## src/rtl/mux_nx1_rr_if.sv

```systemverilog
// Bus bundle for mux_nx1_rr: lane inputs, mode/selector controls and the registered output tags.
// The golden-compare signals ref_data/err_count exist only when MUX_CHECK_EN is defined.
interface mux_nx1_rr_if #(
  parameter int WIDTH    = 2,
  parameter int CHANNELS = 4,
  parameter int SEL_W    = 2
);
  logic                      mode;
  logic [SEL_W-1:0]          selector;
  logic [CHANNELS*WIDTH-1:0] data_in;
  logic [CHANNELS-1:0]       valid_in;
  logic [WIDTH-1:0]          data_out;
  logic                      valid_out;
  logic [SEL_W-1:0]          sel_out;
`ifdef MUX_CHECK_EN
  logic [WIDTH-1:0]          ref_data;
  logic [7:0]                err_count;
`endif

  modport master (
`ifdef MUX_CHECK_EN
    output ref_data,
    input  err_count,
`endif
    output mode, selector, data_in, valid_in,
    input  data_out, valid_out, sel_out
  );

  modport slave (
`ifdef MUX_CHECK_EN
    input  ref_data,
    output err_count,
`endif
    input  mode, selector, data_in, valid_in,
    output data_out, valid_out, sel_out
  );
endinterface

```

## src/rtl/mux_nx1_rr.sv

```systemverilog
// Registered N:1 lane mux with external select or round-robin grant over valid lanes.
// Optional golden-data mismatch counter is enabled with the MUX_CHECK_EN define.
module mux_nx1_rr #(
  parameter int WIDTH    = 2,
  parameter int CHANNELS = 4,
  parameter int SEL_W    = 2
) (
  input logic           clk,
  input logic           reset_L,
  mux_nx1_rr_if.slave   bus
);

  logic [SEL_W-1:0] rr_ptr;
  logic             rr_found;
  int               rr_grant;
  int               idx;
  logic             sel_in_range;
  logic             sel_valid;

  function automatic logic [WIDTH-1:0] lane(input logic [CHANNELS*WIDTH-1:0] d, input int k);
    return WIDTH'(d >> (k * WIDTH));
  endfunction

  // Search starts at rr_ptr; rr_ptr < CHANNELS so one subtraction is enough to wrap.
  always_comb begin
    rr_found = 1'b0;
    rr_grant = 0;
    idx      = 0;
    for (int i = 0; i < CHANNELS; i++) begin
      idx = int'(rr_ptr) + i;
      if (idx >= CHANNELS) idx = idx - CHANNELS;
      if (!rr_found && |(bus.valid_in & (CHANNELS'(1) << idx))) begin
        rr_found = 1'b1;
        rr_grant = idx;
      end
    end
  end

  always_comb begin
    sel_in_range = int'(bus.selector) < CHANNELS;
    sel_valid    = |(bus.valid_in & (CHANNELS'(1) << bus.selector));
  end

  always_ff @(posedge clk or negedge reset_L) begin
    if (!reset_L) begin
      bus.data_out  <= '0;
      bus.valid_out <= 1'b0;
      bus.sel_out   <= '0;
      rr_ptr        <= '0;
    end else if (!bus.mode) begin
      bus.sel_out <= bus.selector;
      if (sel_in_range) begin
        bus.data_out  <= lane(bus.data_in, int'(bus.selector));
        bus.valid_out <= sel_valid;
      end else begin
        bus.data_out  <= '0;
        bus.valid_out <= 1'b0;
      end
    end else if (rr_found) begin
      bus.data_out  <= lane(bus.data_in, rr_grant);
      bus.valid_out <= 1'b1;
      bus.sel_out   <= SEL_W'(rr_grant);
      rr_ptr        <= (rr_grant == CHANNELS - 1) ? '0 : SEL_W'(rr_grant + 1);
    end else begin
      // Nothing to grant: data/sel keep the last grant for observability.
      bus.valid_out <= 1'b0;
    end
  end

`ifdef MUX_CHECK_EN
  always_ff @(posedge clk or negedge reset_L) begin
    if (!reset_L) begin
      bus.err_count <= '0;
    end else if (bus.valid_out && (bus.data_out != bus.ref_data) && (bus.err_count != 8'hFF)) begin
      bus.err_count <= bus.err_count + 8'd1;
    end
  end
`endif

endmodule

```

## src/flat_wrapper.sv

```systemverilog
// flat-port wrapper written by rule: the top's interface ports become plain ports
module mux_nx1_rr_flat 
#(
  parameter int WIDTH    = 2,
  parameter int CHANNELS = 4,
  parameter int SEL_W    = 2
)
  (clk, reset_L, bus_mode, bus_selector, bus_data_in, bus_valid_in, bus_data_out, bus_valid_out, bus_sel_out);
  mux_nx1_rr_if #(.WIDTH(WIDTH), .CHANNELS(CHANNELS), .SEL_W(SEL_W)) bus_i ();
  input logic clk;
  input logic reset_L;
  input wire logic [$bits(bus_i.mode)-1:0] bus_mode;
  input wire logic [$bits(bus_i.selector)-1:0] bus_selector;
  input wire logic [$bits(bus_i.data_in)-1:0] bus_data_in;
  input wire logic [$bits(bus_i.valid_in)-1:0] bus_valid_in;
  output wire logic [$bits(bus_i.data_out)-1:0] bus_data_out;
  output wire logic [$bits(bus_i.valid_out)-1:0] bus_valid_out;
  output wire logic [$bits(bus_i.sel_out)-1:0] bus_sel_out;
  assign bus_i.mode = bus_mode;
  assign bus_i.selector = bus_selector;
  assign bus_i.data_in = bus_data_in;
  assign bus_i.valid_in = bus_valid_in;
  assign bus_data_out = bus_i.data_out;
  assign bus_valid_out = bus_i.valid_out;
  assign bus_sel_out = bus_i.sel_out;
  mux_nx1_rr #(.WIDTH(WIDTH), .CHANNELS(CHANNELS), .SEL_W(SEL_W)) u_core (.clk(clk), .reset_L(reset_L), .bus(bus_i));
endmodule
```

## config.mk

```make
export PLATFORM = sky130hd
export DESIGN_NAME = mux_nx1_rr_flat
export DESIGN_NICKNAME = d
export VERILOG_FILES = /design/src/rtl/mux_nx1_rr_if.sv /design/src/rtl/mux_nx1_rr.sv /design/src/flat_wrapper.sv
export SDC_FILE = /design/constraint.sdc
export NUM_CORES = 1
export LEC_CHECK = 0
export CAP_MARGIN = 20
export CORE_MARGIN = 5
export CORE_UTILIZATION = 45
export CTS_CLUSTER_SIZE = 12
export DETAILED_ROUTE_END_ITERATION = 8
export HOLD_SLACK_MARGIN = 0.12
export PLACE_DENSITY = 0.75
export SLEW_MARGIN = 30
export SYNTH_ARGS = -nofsm -noshare
export SYNTH_HDL_FRONTEND = slang
export SYNTH_SLANG_ARGS = --single-unit
```

## constraint.sdc

```tcl
create_clock -name clk -period 7 [get_ports clk]
set_input_delay 1.4 -clock clk [delete_from_list [all_inputs] [get_ports clk]]
set_output_delay 1.4 -clock clk [all_outputs]
set_load 0.01 [all_outputs]
```

=== Word-level counts from Yosys, hierarchy flattened ===
Cells that the tools add are included.

* Bits in registers: 7
* Output and inout bits: 5
* Logic and storage cells: 61

* $add $sub $neg: 8
* Order comparisons: 4
* Equality and inequality tests: 2
* Shift-type cells: 7
* Multiplexer cells: 19
* Bitwise logic cells: 5
* Reduce and logical (&&, ||, !) cells: 12

{| class="wikitable"
|+ Operator list
! kind !! count
|-
| 32-bit 2-to-1 mux || 8
|-
| 1-bit by 32-bit left shift with 4-bit output (first input constant) || 4
|-
| 32-bit by 4-bit greater-or-equal comparator with 1-bit output (second input constant) || 3
|-
| 32-bit by 4-bit subtractor with 32-bit output (second input constant) || 3
|-
| 32-bit by 3-bit == test with 1-bit output (second input constant) || 1
|-
| 8-bit by 32-bit right shift with 2-bit output || 1
|-
| 4-bit AND || 5
|-
| 4-bit OR reduction || 5
|-
| 2-bit 2-to-1 mux || 5
|-
| 8-bit by 3-bit right shift with 2-bit output || 1
|-
| 2-bit by 2-bit adder with 3-bit output (second input constant) || 2
|-
| 1-bit 2-to-1 mux || 6
|-
| 1-bit by 2-bit left shift with 4-bit output (first input constant) || 1
|-
| 2-bit by 3-bit subtractor with 4-bit output (second input constant) || 1
|-
| 2-bit by 1-bit adder with 3-bit output (second input constant) || 1
|-
| 2-bit by 3-bit greater-or-equal comparator with 1-bit output (second input constant) || 1
|-
| 1-bit logical AND || 3
|-
| 1-bit logical NOT || 3
|-
| 2-bit adder (second input constant) || 1
|-
| 2-bit by 1-bit inequality test with 1-bit output (second input constant) || 1
|-
| 2-bit AND reduction || 1
|}

=== Depth between registers and ports, before layout ===
Gate-level depths: netlist of run 1.

* Word-level depth: 18
* Mapped depth: 11

=== Least setup slack after synthesis of run 1 ===
Ideal clock, no wire load.

* Path type: input to register
* From: in bus_valid_in[3]
* To: reg u_core.bus.data_out[0]
* Arrival time: 3.062 ns
* Path slack: 3.817 ns
* Cell stages on the path: 6
* Cells stage by stage: a22o_2 > o211a_1 > o211a_1 > a221o_1 > mux4_2 > a22o_1

* Longest elaborated chain between the ends: 15
* Elaborated cells on any way between the ends: 26
* Classes of those cells: eq/ne (1); shift (1); mux (10); bitwise (4); reduce/logical (10)

{| class="wikitable"
|+ RTL lines
! what !! RTL line !! text
|-
| start: declaration || flat_wrapper.sv:15 || <nowiki>input wire logic [$bits(bus_i.valid_in)-1:0] bus_valid_in;</nowiki>
|-
| 4-bit AND || mux_nx1_rr.sv:32 || <nowiki>if (!rr_found && |(bus.valid_in & (CHANNELS'(1) << idx))) begin</nowiki>
|-
| 4-bit OR reduction || mux_nx1_rr.sv:32 ||
|-
| 1-bit 2-to-1 mux || mux_nx1_rr.sv:32 ||
|-
| 1-bit logical NOT || mux_nx1_rr.sv:32 ||
|-
| 1-bit logical AND || mux_nx1_rr.sv:32 ||
|-
| 1-bit 2-to-1 mux || mux_nx1_rr.sv:32 ||
|-
| 1-bit logical NOT || mux_nx1_rr.sv:32 ||
|-
| 1-bit logical AND || mux_nx1_rr.sv:32 ||
|-
| 1-bit 2-to-1 mux || mux_nx1_rr.sv:32 ||
|-
| 1-bit logical NOT || mux_nx1_rr.sv:32 ||
|-
| 1-bit logical AND || mux_nx1_rr.sv:32 ||
|-
| 32-bit 2-to-1 mux || mux_nx1_rr.sv:32 ||
|-
| 8-bit by 32-bit right shift with 2-bit output || mux_nx1_rr.sv:21 || <nowiki>return WIDTH'(d >> (k * WIDTH));</nowiki>
|-
| 2-bit 2-to-1 mux || mux_nx1_rr.sv:59 || <nowiki>end else if (rr_found) begin</nowiki>
|-
| 2-bit 2-to-1 mux || mux_nx1_rr.sv:50 || <nowiki>end else if (!bus.mode) begin</nowiki>
|-
| end signal: assignment || mux_nx1_rr.sv:53 || <nowiki>bus.data_out <= lane(bus.data_in, int'(bus.selector));</nowiki>
|-
| end signal: assignment || mux_nx1_rr.sv:60 || <nowiki>bus.data_out <= lane(bus.data_in, rr_grant);</nowiki>
|-
| end: declaration || mux_nx1_rr_if.sv:35 || <nowiki>output data_out, valid_out, sel_out</nowiki>
|}

Several ways; a longest one is shown, not always the timed one. The select of a mux whose other input is x is not followed.
A chain may end at the register's enable or synchronous reset.

=== Worst setup path after layout of run 1 ===
* From: in bus_valid_in[1]
* To: reg u_core.bus.data_out[1]

The elaborated chain is that of the path after synthesis.

==> results of run 1 <==
==> path summary, 6_finish.rpt <==
kind,slack (ns),end
max reg2reg,4.28,u_core.bus.data_out[1]
min in group asynchronous,1.41,u_core.bus.valid_out
max,3.42,u_core.bus.data_out[1]
max in group asynchronous,5.35,u_core.bus.data_out[0]
min,0.48,u_core.bus.sel_out[0]
min reg2reg,0.48,u_core.bus.sel_out[0]
==> cell type report <==
cell class	instances	area (um2)
clock buffers	4	26.28
fillers	111	425.4
flip-flops and latches	7	175.2
multi-input cells	58	454.2
repair buffers	21	210.2
inverters	2	7.507
well taps	15	18.77
==> synth_stat cells <==
library cell	number	area share
and2_1	3	0.029
or2_2	1	0.0098
a221o_1	1	0.016
a22o_1	3	0.041
mux2_2	1	0.018
o211ai_1	1	0.012
mux4_1	1	0.041
and3_1	2	0.020
nor2_1	7	0.041
a2111oi_0	1	0.014
clkbuf_1	1	0.0059
nand2_1	7	0.041
nor2b_1	1	0.0098
a22o_2	1	0.016
a21o_2	2	0.027
o41ai_1	1	0.014
o31ai_1	1	0.012
o21ai_0	5	0.039
inv_1	2	0.012
a21oi_1	2	0.016
o211a_1	2	0.031
dfrtp_1	7	0.27
mux4_2	2	0.070
o32ai_1	1	0.014
o21bai_1	1	0.012
a22oi_1	6	0.070
ha_1	5	0.098
==> worst reg2reg max path, cell delays in order (launching register included) <==
cell and delay [ns]:
dfrtp_1 0.44, inv_1 0.11, ha_1 0.27, a22oi_1 0.17
nand2_1 0.16, o21ai_0 0.42, a221o_1 0.32, mux4_2 0.51
a22o_1 0.20
==> stage by stage <==
stage | util | setup WS [ns] | total power (W) | cell area, um2 | hold slack (ns)
after floorplan | - | 3.817 | 0.0002673 | 640.6 | 0.5134
after global placement | 0.6572 | 3.233 | 0.0003438 | 865.8 | 0.4633
after detailed placement | 0.6572 | 3.200 | 0.0003416 | 865.8 | 0.4695
after CTS | 0.6771 | 3.470 | 0.0003797 | 892.1 | 0.4807
after global routing | 0.6771 | 3.237 | 0.0004167 | 892.1 | 0.4906
final | 0.6771 | 3.416 | 0.0003799 | 892.1 | 0.4789
==> report_power, final <==
part / switching [W] / internal, W / leakage [nW]
registers: 0.0000145 / 0.0000611 / 0.0817
clock network: 0.0000142 / 0.0000217 / 0.0150
logic: 0.000135 / 0.000134 / 0.304
total: 0.000163 / 0.000217 / 0.400
==> per-layer routing <==
layer	up-vias	GRT usage	share of wire
met5	-	0	0
met4	0	0.04839	0
met3	0	0.05639	0.060
met2	18	0.2190	0.48
met1	306	0.2110	0.46
li1	319	-	-
==> logic make-up after synthesis <==
| logic type | count (synthesis) |
|---|---|
| buffers and inverters | 3 |
| muxes | 4 |
| adders and majority gates | 5 |
| AOI/OAI and AO/OA | 28 |
| DFF | 7 |
| and+or+nand+nor | 21 |
==> sequential cells by signal, indices dropped and copies added, names as in the netlist <==
register              count
u_core.bus.sel_out        2
u_core.bus.data_out       2
u_core.rr_ptr             2
u_core.bus.valid_out      1
==> run metrics, run 1 <==
status=completed; via count=between 600 and 700; Worst path depth=7; synth unique cells=27; # IOs=22; post-route antenna net violation count=0; Adder-Cell Fraction of Synth Area=0.09766; synthesized area per cell=roughly 9.4 um2; Crit path arrival time=about 3.7 ns; f_max=around 280 MHz; crit end category=register; drt first pass iters=4; crit path buf inv count=1; hold path cells=1; Layout Nets=115; worst min path class=register to register; chip width=between 40 and 50 um; dpl cells=103; antenna cells=0; RSZ-0062 raised after global routing=false; Peak supply drop=about 260 uV; Area Overhead vs Synth=39.26%; Seq/Total Area, Yosys=0.2734; Reg-to-Reg Start=u_core.rr_ptr[0]; drt initial violations=24; number of global-route vias before repair=~540; Setup CP Type=input pin to register; PD cells=approximately 430 nW/um2; htree depth=1; CP required=between 7 and 8 ns; Post-CTS Setup Bufs=0; Critical Path Fanout Max=5; period utilisation layout=0.5120; post-route setup TNS=0 ns; xor/xnor share of the synthesized area=0; share of layout cells above drive strength 1=0.1087; DRT Wirelength=1537 um; complex-gate fraction of the synthesized area=0.3320; post-CTS resize count=0; Slowest cell on crit path=clkdlybuf4s50_1; fin crit period=~3.6 ns; final hold vios=0; Max Buffers Root-to-Sink=2; type of origin of the critical path=input pin; Site Rows=13; Die H=approximately 48 um; min-delay src=u_core.bus.sel_out[0]; most frequent cells in the layout=clkdlybuf4s50_1, nand2_1, nor2_1, dfrtp_1, a22oi_1; mux cell area share after synthesis=0.1289; Slew HR=0.5697; total CTS buffers=3; cells along the critical path=clkdlybuf4s50_1 -> a22oi_1 -> and2_1 -> o21ai_0 -> a221o_1 -> mux4_2 -> a22o_1; P_leak=approximately 0.40 nW; clock sinks=7; GPL Wtd Cong=around 0.96; Worst R2R Path Depth=8; clock skew=around 0.00065 ns; Max Cap Viol=0; Initial Utilization=0.4862; Post-DP HPWL=approximately 1300 um; count of pins over their slew limit=0; Ys Warns=0; Post-Synth Simple-Gate Area=0.1504; CTS root buffer=clkbuf_4; Syn Inst Count=a little under 70; GRT Total Usage=0.1523; Vias/cell=about 6; Worst-Margin Slew=between 0.6 and 0.7 ns; pin count of the biggest net entering global routing=10; total core area=1318 um2; Post-Syn Area=640.6 um2; Worst Setup SP=bus_valid_in[1]; Hold Buf Count CTS=0; CTS tree=yes; Finished Layout Cells=around 110; post-synth net total=90; setup violators final=0; most common cell after layout, fill and taps aside=clkdlybuf4s50_1; largest family of logic cells by synthesized area=compound AO/OA/AOI/OAI gates; Top Family by Delay on Critical Path=compound AO/OA/AOI/OAI gates; die area=2278 um2; first-pass GRT wire length=2387 um; clock-pin slew on the worst setup and hold paths=0.05 ns; CP max stage delay=between 0.5 and 0.6 ns; Port Buffer Count=21; Avg WL per Cell=about 14 um; Clock Latency Late Sink=0.25 ns; GRT Residual Overflow=0; initial antenna violation count=0; remaining design rule violation count=0; flops & latches, synth=7
(Power assumes the default switching activity.)
==> inputs of run 2 (changes only) <==
--- a/config.mk
+++ b/config.mk
@@ -7,11 +7,11 @@
 export LEC_CHECK = 0
 export CAP_MARGIN = 20
 export CORE_MARGIN = 5
-export CORE_UTILIZATION = 45
+export CORE_UTILIZATION = 39
 export CTS_CLUSTER_SIZE = 12
 export DETAILED_ROUTE_END_ITERATION = 8
 export HOLD_SLACK_MARGIN = 0.12
-export PLACE_DENSITY = 0.75
+export PLACE_DENSITY = 0.69
 export SLEW_MARGIN = 30
 export SYNTH_ARGS = -nofsm -noshare
 export SYNTH_HDL_FRONTEND = slang
==> constraint.sdc (replaced) <==
create_clock -name clk -period 3.28 [get_ports clk]
set_input_delay 0.656 -clock clk [delete_from_list [all_inputs] [get_ports clk]]
set_output_delay 0.656 -clock clk [all_outputs]
set_load 0.01 [all_outputs]
==> run metrics, run 2 (synthesis results as in run 1) <==
status=completed; pin count of the biggest net entering global routing=10; # IOs=22; Post-DP HPWL=approximately 1300 um; die area=between 2000 and 3000 um2; number of global-route vias before repair=584; post-CTS resize count=0; final core occ=0.5862; htree depth=1; crit end category=register; worst hold slack=between 0.4 and 0.5 ns; CTS tree=yes; Initial Utilization=0.4204; Die H=approximately 51 um; Port Buffer Count=21; GPL Wtd Cong=slightly above 0.8; Setup CP Type=input pin to register; type of origin of the critical path=input pin; clock skew=around 0.0033 ns; Post-CTS Setup Bufs=0; Layout Nets=between 100 and 150; first-pass GRT wire length=about 2500 um; post-route setup TNS=0 ns; post-route antenna net violation count=0; Crit path arrival time=between 2 and 3 ns; count of pins over their slew limit=0; period utilisation layout=0.8503; Highest Signal Layer=met4; initial antenna violation count=0; clock sinks=7; total CTS buffers=3; biggest regs=u_core.bus.data_out (2), u_core.bus.sel_out (2), u_core.rr_ptr (2); Site Rows=14; Slew HR=0.5390; worst min path class=register to register; DRT Wirelength=about 1500 um; final hold vios=0; most common cell after layout, fill and taps aside=clkdlybuf4s50_1; Clock Latency Late Sink=roughly 0.25 ns; remaining design rule violation count=0; total core area=1524 um2; drt initial violations=11; RSZ-0062 raised after global routing=false; PD cells=~910 nW/um2; share of layout cells above drive strength 1=0.1087; post-layout power=around 0.00081 W; f_max=around 360 MHz; most frequent cells in the layout=clkdlybuf4s50_1, nand2_1, nor2_1, dfrtp_1, a22oi_1; met1 WL=673 um; Area Overhead vs Synth=39.45%; clock-pin slew on the worst setup and hold paths=0.05 ns; CP required=3.42 ns; CTS root buffer=clkbuf_4; Hold Buf Count CTS=0; via count=622; Peak supply drop=between 500 and 600 uV; drt first pass iters=4; antenna cells=0; Max Cap Viol=0; GRT Residual Overflow=0; Critical Path Fanout Max=5; P_leak=0.4005 nW; chip width=50.53 um; metal2 WL=between 700 and 800 um; Avg WL per Cell=roughly 14 um; Vias/cell=5.759; GRT Total Usage=0.1290; Worst-Margin Slew=roughly 0.7 ns; Max Buffers Root-to-Sink=2; setup violators final=0; fill count=135; DR WL met3=~99 um; fin crit period=approximately 2.8 ns
[run 2: cell counts in the layout (fill, tap and decap cells not counted)]
Identical to the previous run, type by type.
[run 2: final cells by class]
type,count,area [um2],share of cell area
sequential,7,175.2,0.1961
clock buffer,4,26.28,0.02941
tap,16,20.02,0.02241
timing repair buffer,21,210.2,0.2353
multi-input combinational,58,454.2,0.5084
inverter,2,7.507,0.008403
[run 2: metrics by stage]
stage / cells / setup WS [ns] / cell area, um2
finish: 108 / 0.4910 / 893.4
global route: 108 / 0.3091 / 893.4
CTS: 108 / 0.5068 / 893.4
detailed placement: 104 / 0.2426 / 867.1
global placement: 104 / 0.2543 / 867.1
floorplan: 68 / 0.7810 / 640.6
[run 2: worst max-delay path, stage by stage]
cell and delay, ns:
clkdlybuf4s50_1 0.55, a22oi_1 0.15, and2_1 0.21, o21ai_0 0.35, a221o_1 0.30, mux4_2 0.51, a22o_1 0.20
[run 2: where the power goes]
group	total (W)	switching, W	internal [W]
Sequential	0.000160	0.0000301	0.000130
Combinational	0.000576	0.000290	0.000286
Clock	0.0000777	0.0000313	0.0000464
[run 2: path summary, 6_finish.rpt]
kind / from / end / slack, ns / cells past startpoint
max: bus_valid_in[2] / u_core.bus.data_out[0] / 0.49 / 7
min: u_core.bus.sel_out[1] / u_core.bus.sel_out[1] / 0.48 / 2
max reg2reg: u_core.rr_ptr[0] / u_core.bus.data_out[0] / 0.60 / 8
min reg2reg: u_core.bus.sel_out[1] / u_core.bus.sel_out[1] / 0.48 / 2
max in group asynchronous: reset_L / u_core.bus.valid_out / 2.36 / 1
min in group asynchronous: reset_L / u_core.bus.sel_out[1] / 0.67 / 1
[run 2: layer usage]
metal,up-vias,GRT usage
li1,320,-
met1,283,0.1679
met2,17,0.1921
met3,2,0.05621
met4,0,0.03830
met5,-,0
==> inputs of run 3 (changes only) <==
--- a/config.mk
+++ b/config.mk
@@ -7,11 +7,12 @@
 export LEC_CHECK = 0
 export CAP_MARGIN = 20
 export CORE_MARGIN = 5
-export CORE_UTILIZATION = 39
+export CORE_UTILIZATION = 43
+export CTS_CLUSTER_DIAMETER = 200
 export CTS_CLUSTER_SIZE = 12
 export DETAILED_ROUTE_END_ITERATION = 8
 export HOLD_SLACK_MARGIN = 0.12
-export PLACE_DENSITY = 0.69
+export PLACE_DENSITY = 0.72
 export SLEW_MARGIN = 30
 export SYNTH_ARGS = -nofsm -noshare
 export SYNTH_HDL_FRONTEND = slang
==> constraint.sdc (replaced) <==
create_clock -name clk -period 2.7 [get_ports clk]
set_input_delay 0.54 -clock clk [delete_from_list [all_inputs] [get_ports clk]]
set_output_delay 0.54 -clock clk [all_outputs]
set_load 0.01 [all_outputs]
==> run metrics, run 3 (synthesis results as in run 1) <==
total CTS buffers=3; most frequent CP cell=o211a_1; met1 WL=a little over 700 um; Worst-Margin Slew=roughly 0.37 ns; worst min path class=register to register; Worst R2R Path Depth=8; drt first pass iters=5; post-route setup TNS=0 ns; count of pins over their slew limit=0; number of global-route vias before repair=701; antenna cells=0; switching fraction of total power=0.4183; fin crit period=between 2 and 3 ns; Slew HR=0.7512; chip width=slightly below 50 um; worst hold slack=0.4830 ns; CTS root buffer=clkbuf_4; # IOs=22; reg2reg setup slack=0.11 ns; fill count=~120; die area=2361 um2; f_max=382.1 MHz; Highest Signal Layer=met4; Peak supply drop=about 770 uV; Seq pwr share=0.165; most common cell after layout, fill and taps aside=clkdlybuf4s50_1; share of layout cells above drive strength 1=0.2200; clock sinks=7; metal2 WL=approximately 900 um; Crit path arrival time=approximately 2.8 ns; Combinational Power Share=0.753; Setup CP Type=input pin to register; initial antenna violation count=0; Clock Power Share=0.082; Post-DP HPWL=1424 um; Worst Setup EP=u_core.bus.data_out[1]; Worst path depth=7; Max Cap Viol=0; total core area=between 1000 and 1500 um2; final hold vios=0; area of the multi-input gates=about 480 um2; drt initial violations=40; Area Overhead vs Synth=53.32%; GRT Total Usage=0.1601; via count=between 600 and 700; FF/Latch Area=175.2 um2; pin count of the biggest net entering global routing=10; DRT Wirelength=1758 um; GPL Wtd Cong=0.8234; Max Buffers Root-to-Sink=2; CP max stage delay=0.49 ns; Avg WL per Cell=about 15 um; DR WL met3=~140 um; P_leak=about 0.46 nW; Port Buffer Count=21; biggest regs=u_core.bus.data_out (2), u_core.bus.sel_out (2), u_core.rr_ptr (2); most frequent cells in the layout=clkdlybuf4s50_1, buf_4, nand2_1, nor2_1, dfrtp_1; Die H=slightly below 50 um; Critical Path Fanout Max=5; CP required=roughly 2.8 ns; Int Pwr=0.0006645 W; Initial Utilization=0.4406; Vias/cell=~5.8; Layout Nets=about 120; Top Family by Delay on Critical Path=compound AO/OA/AOI/OAI gates; GRT Residual Overflow=0; instance area at placement=a little over 900 um2; type of origin of the critical path=input pin; status=completed; final instance area=slightly below 1000 um2; post-route antenna net violation count=0; Slowest cell on crit path=clkdlybuf4s50_1; clock skew=0.004076 ns; clock-pin slew on the worst setup and hold paths=roughly 0.050 ns; crit end category=register; P_sw=around 0.00048 W; reg2reg end=u_core.bus.data_out[1]; Hold Buf Count CTS=0; first-pass GRT wire length=about 3000 um; crit path buf inv count=1; cells along the critical path=clkdlybuf4s50_1 -> a22o_2 -> o211a_1 -> o211a_1 -> a221o_1 -> mux4_2 -> a22o_1; PD cells=roughly 1200 nW/um2; Site Rows=14; Reg-to-Reg Start=u_core.rr_ptr[0]; htree depth=1; CTS tree=yes; Clock Latency Late Sink=~0.25 ns; setup violators final=0; Worst Setup SP=bus_valid_in[1]; remaining design rule violation count=0; period utilisation layout=0.9694
-- run 3: through the flow --
stage          std cells  setup slack (ns)  power (W)  utilization
2_1_floorplan         68            0.2010  0.0006930            -
3_3_place_gp         110           -0.2209  0.0009614       0.6274
3_5_place_dp         110           -0.2572  0.0009800       0.6274
4_1_cts              114           0.01853   0.001082       0.6454
5_1_grt              116          -0.01406   0.001258       0.6756
6_report             116           0.08271   0.001142       0.6756
-- run 3: timing repair --
item | CTS | global route
setup endpoints to repair | 0 | 4
setup buffers | 0 | 2
resized for setup | 0 | 7
endpoints found under the hold margin | 0 | 0
-- run 3: how the worst min path moves through the flow --
| stage | endpoint | startpoint | slack (ns) | cells past startpoint |
|---|---|---|---|---|
| final | u_core.bus.sel_out[1] | u_core.bus.sel_out[1] | 0.48 | 2 |
| after global routing | u_core.bus.sel_out[0] | u_core.bus.sel_out[0] | 0.51 | 1 |
| after CTS | u_core.bus.sel_out[0] | u_core.bus.sel_out[0] | 0.49 | 1 |
| after detailed placement | u_core.bus.sel_out[0] | u_core.bus.sel_out[0] | 0.48 | 1 |
| after global placement | u_core.bus.sel_out[0] | u_core.bus.sel_out[0] | 0.47 | 1 |
| after floorplan | u_core.bus.data_out[0] | reset_L | 0.24 | 0 |
-- run 3: worst register-to-register path: stages (launching register included) --
cell     delay [ns]
dfrtp_1        0.40
inv_1          0.10
ha_1           0.26
a22o_2         0.26
o211a_1        0.21
o211a_1        0.22
a221o_1        0.38
mux4_2         0.44
a22o_1         0.21
-- run 3: per-layer routing --
metal / up-vias / GRT usage
li1: 333 / -
met1: 317 / 0.1855
met2: 25 / 0.2717
met3: 2 / 0.06442
met4: 0 / 0.04036
met5: - / 0
-- run 3: area by class of cell --
type                    instances  area share
clock buffers                   4     0.02675
inverters                       2    0.007643
multi-input cells              58      0.4866
flip-flops and latches          7      0.1783
well taps                      16     0.02038
repair buffers                 29      0.2803
-- run 3: power by group through the flow --
stage | Combinational, W | Clock (W) | Sequential (W)
2_1_floorplan | 0.000483 | 0 | 0.000210
3_3_place_gp | 0.000769 | 0 | 0.000193
3_5_place_dp | 0.000785 | 0 | 0.000195
4_1_cts | 0.000788 | 0.000101 | 0.000193
5_1_grt | 0.000953 | 0.000108 | 0.000197
6_report | 0.000861 | 0.0000939 | 0.000188
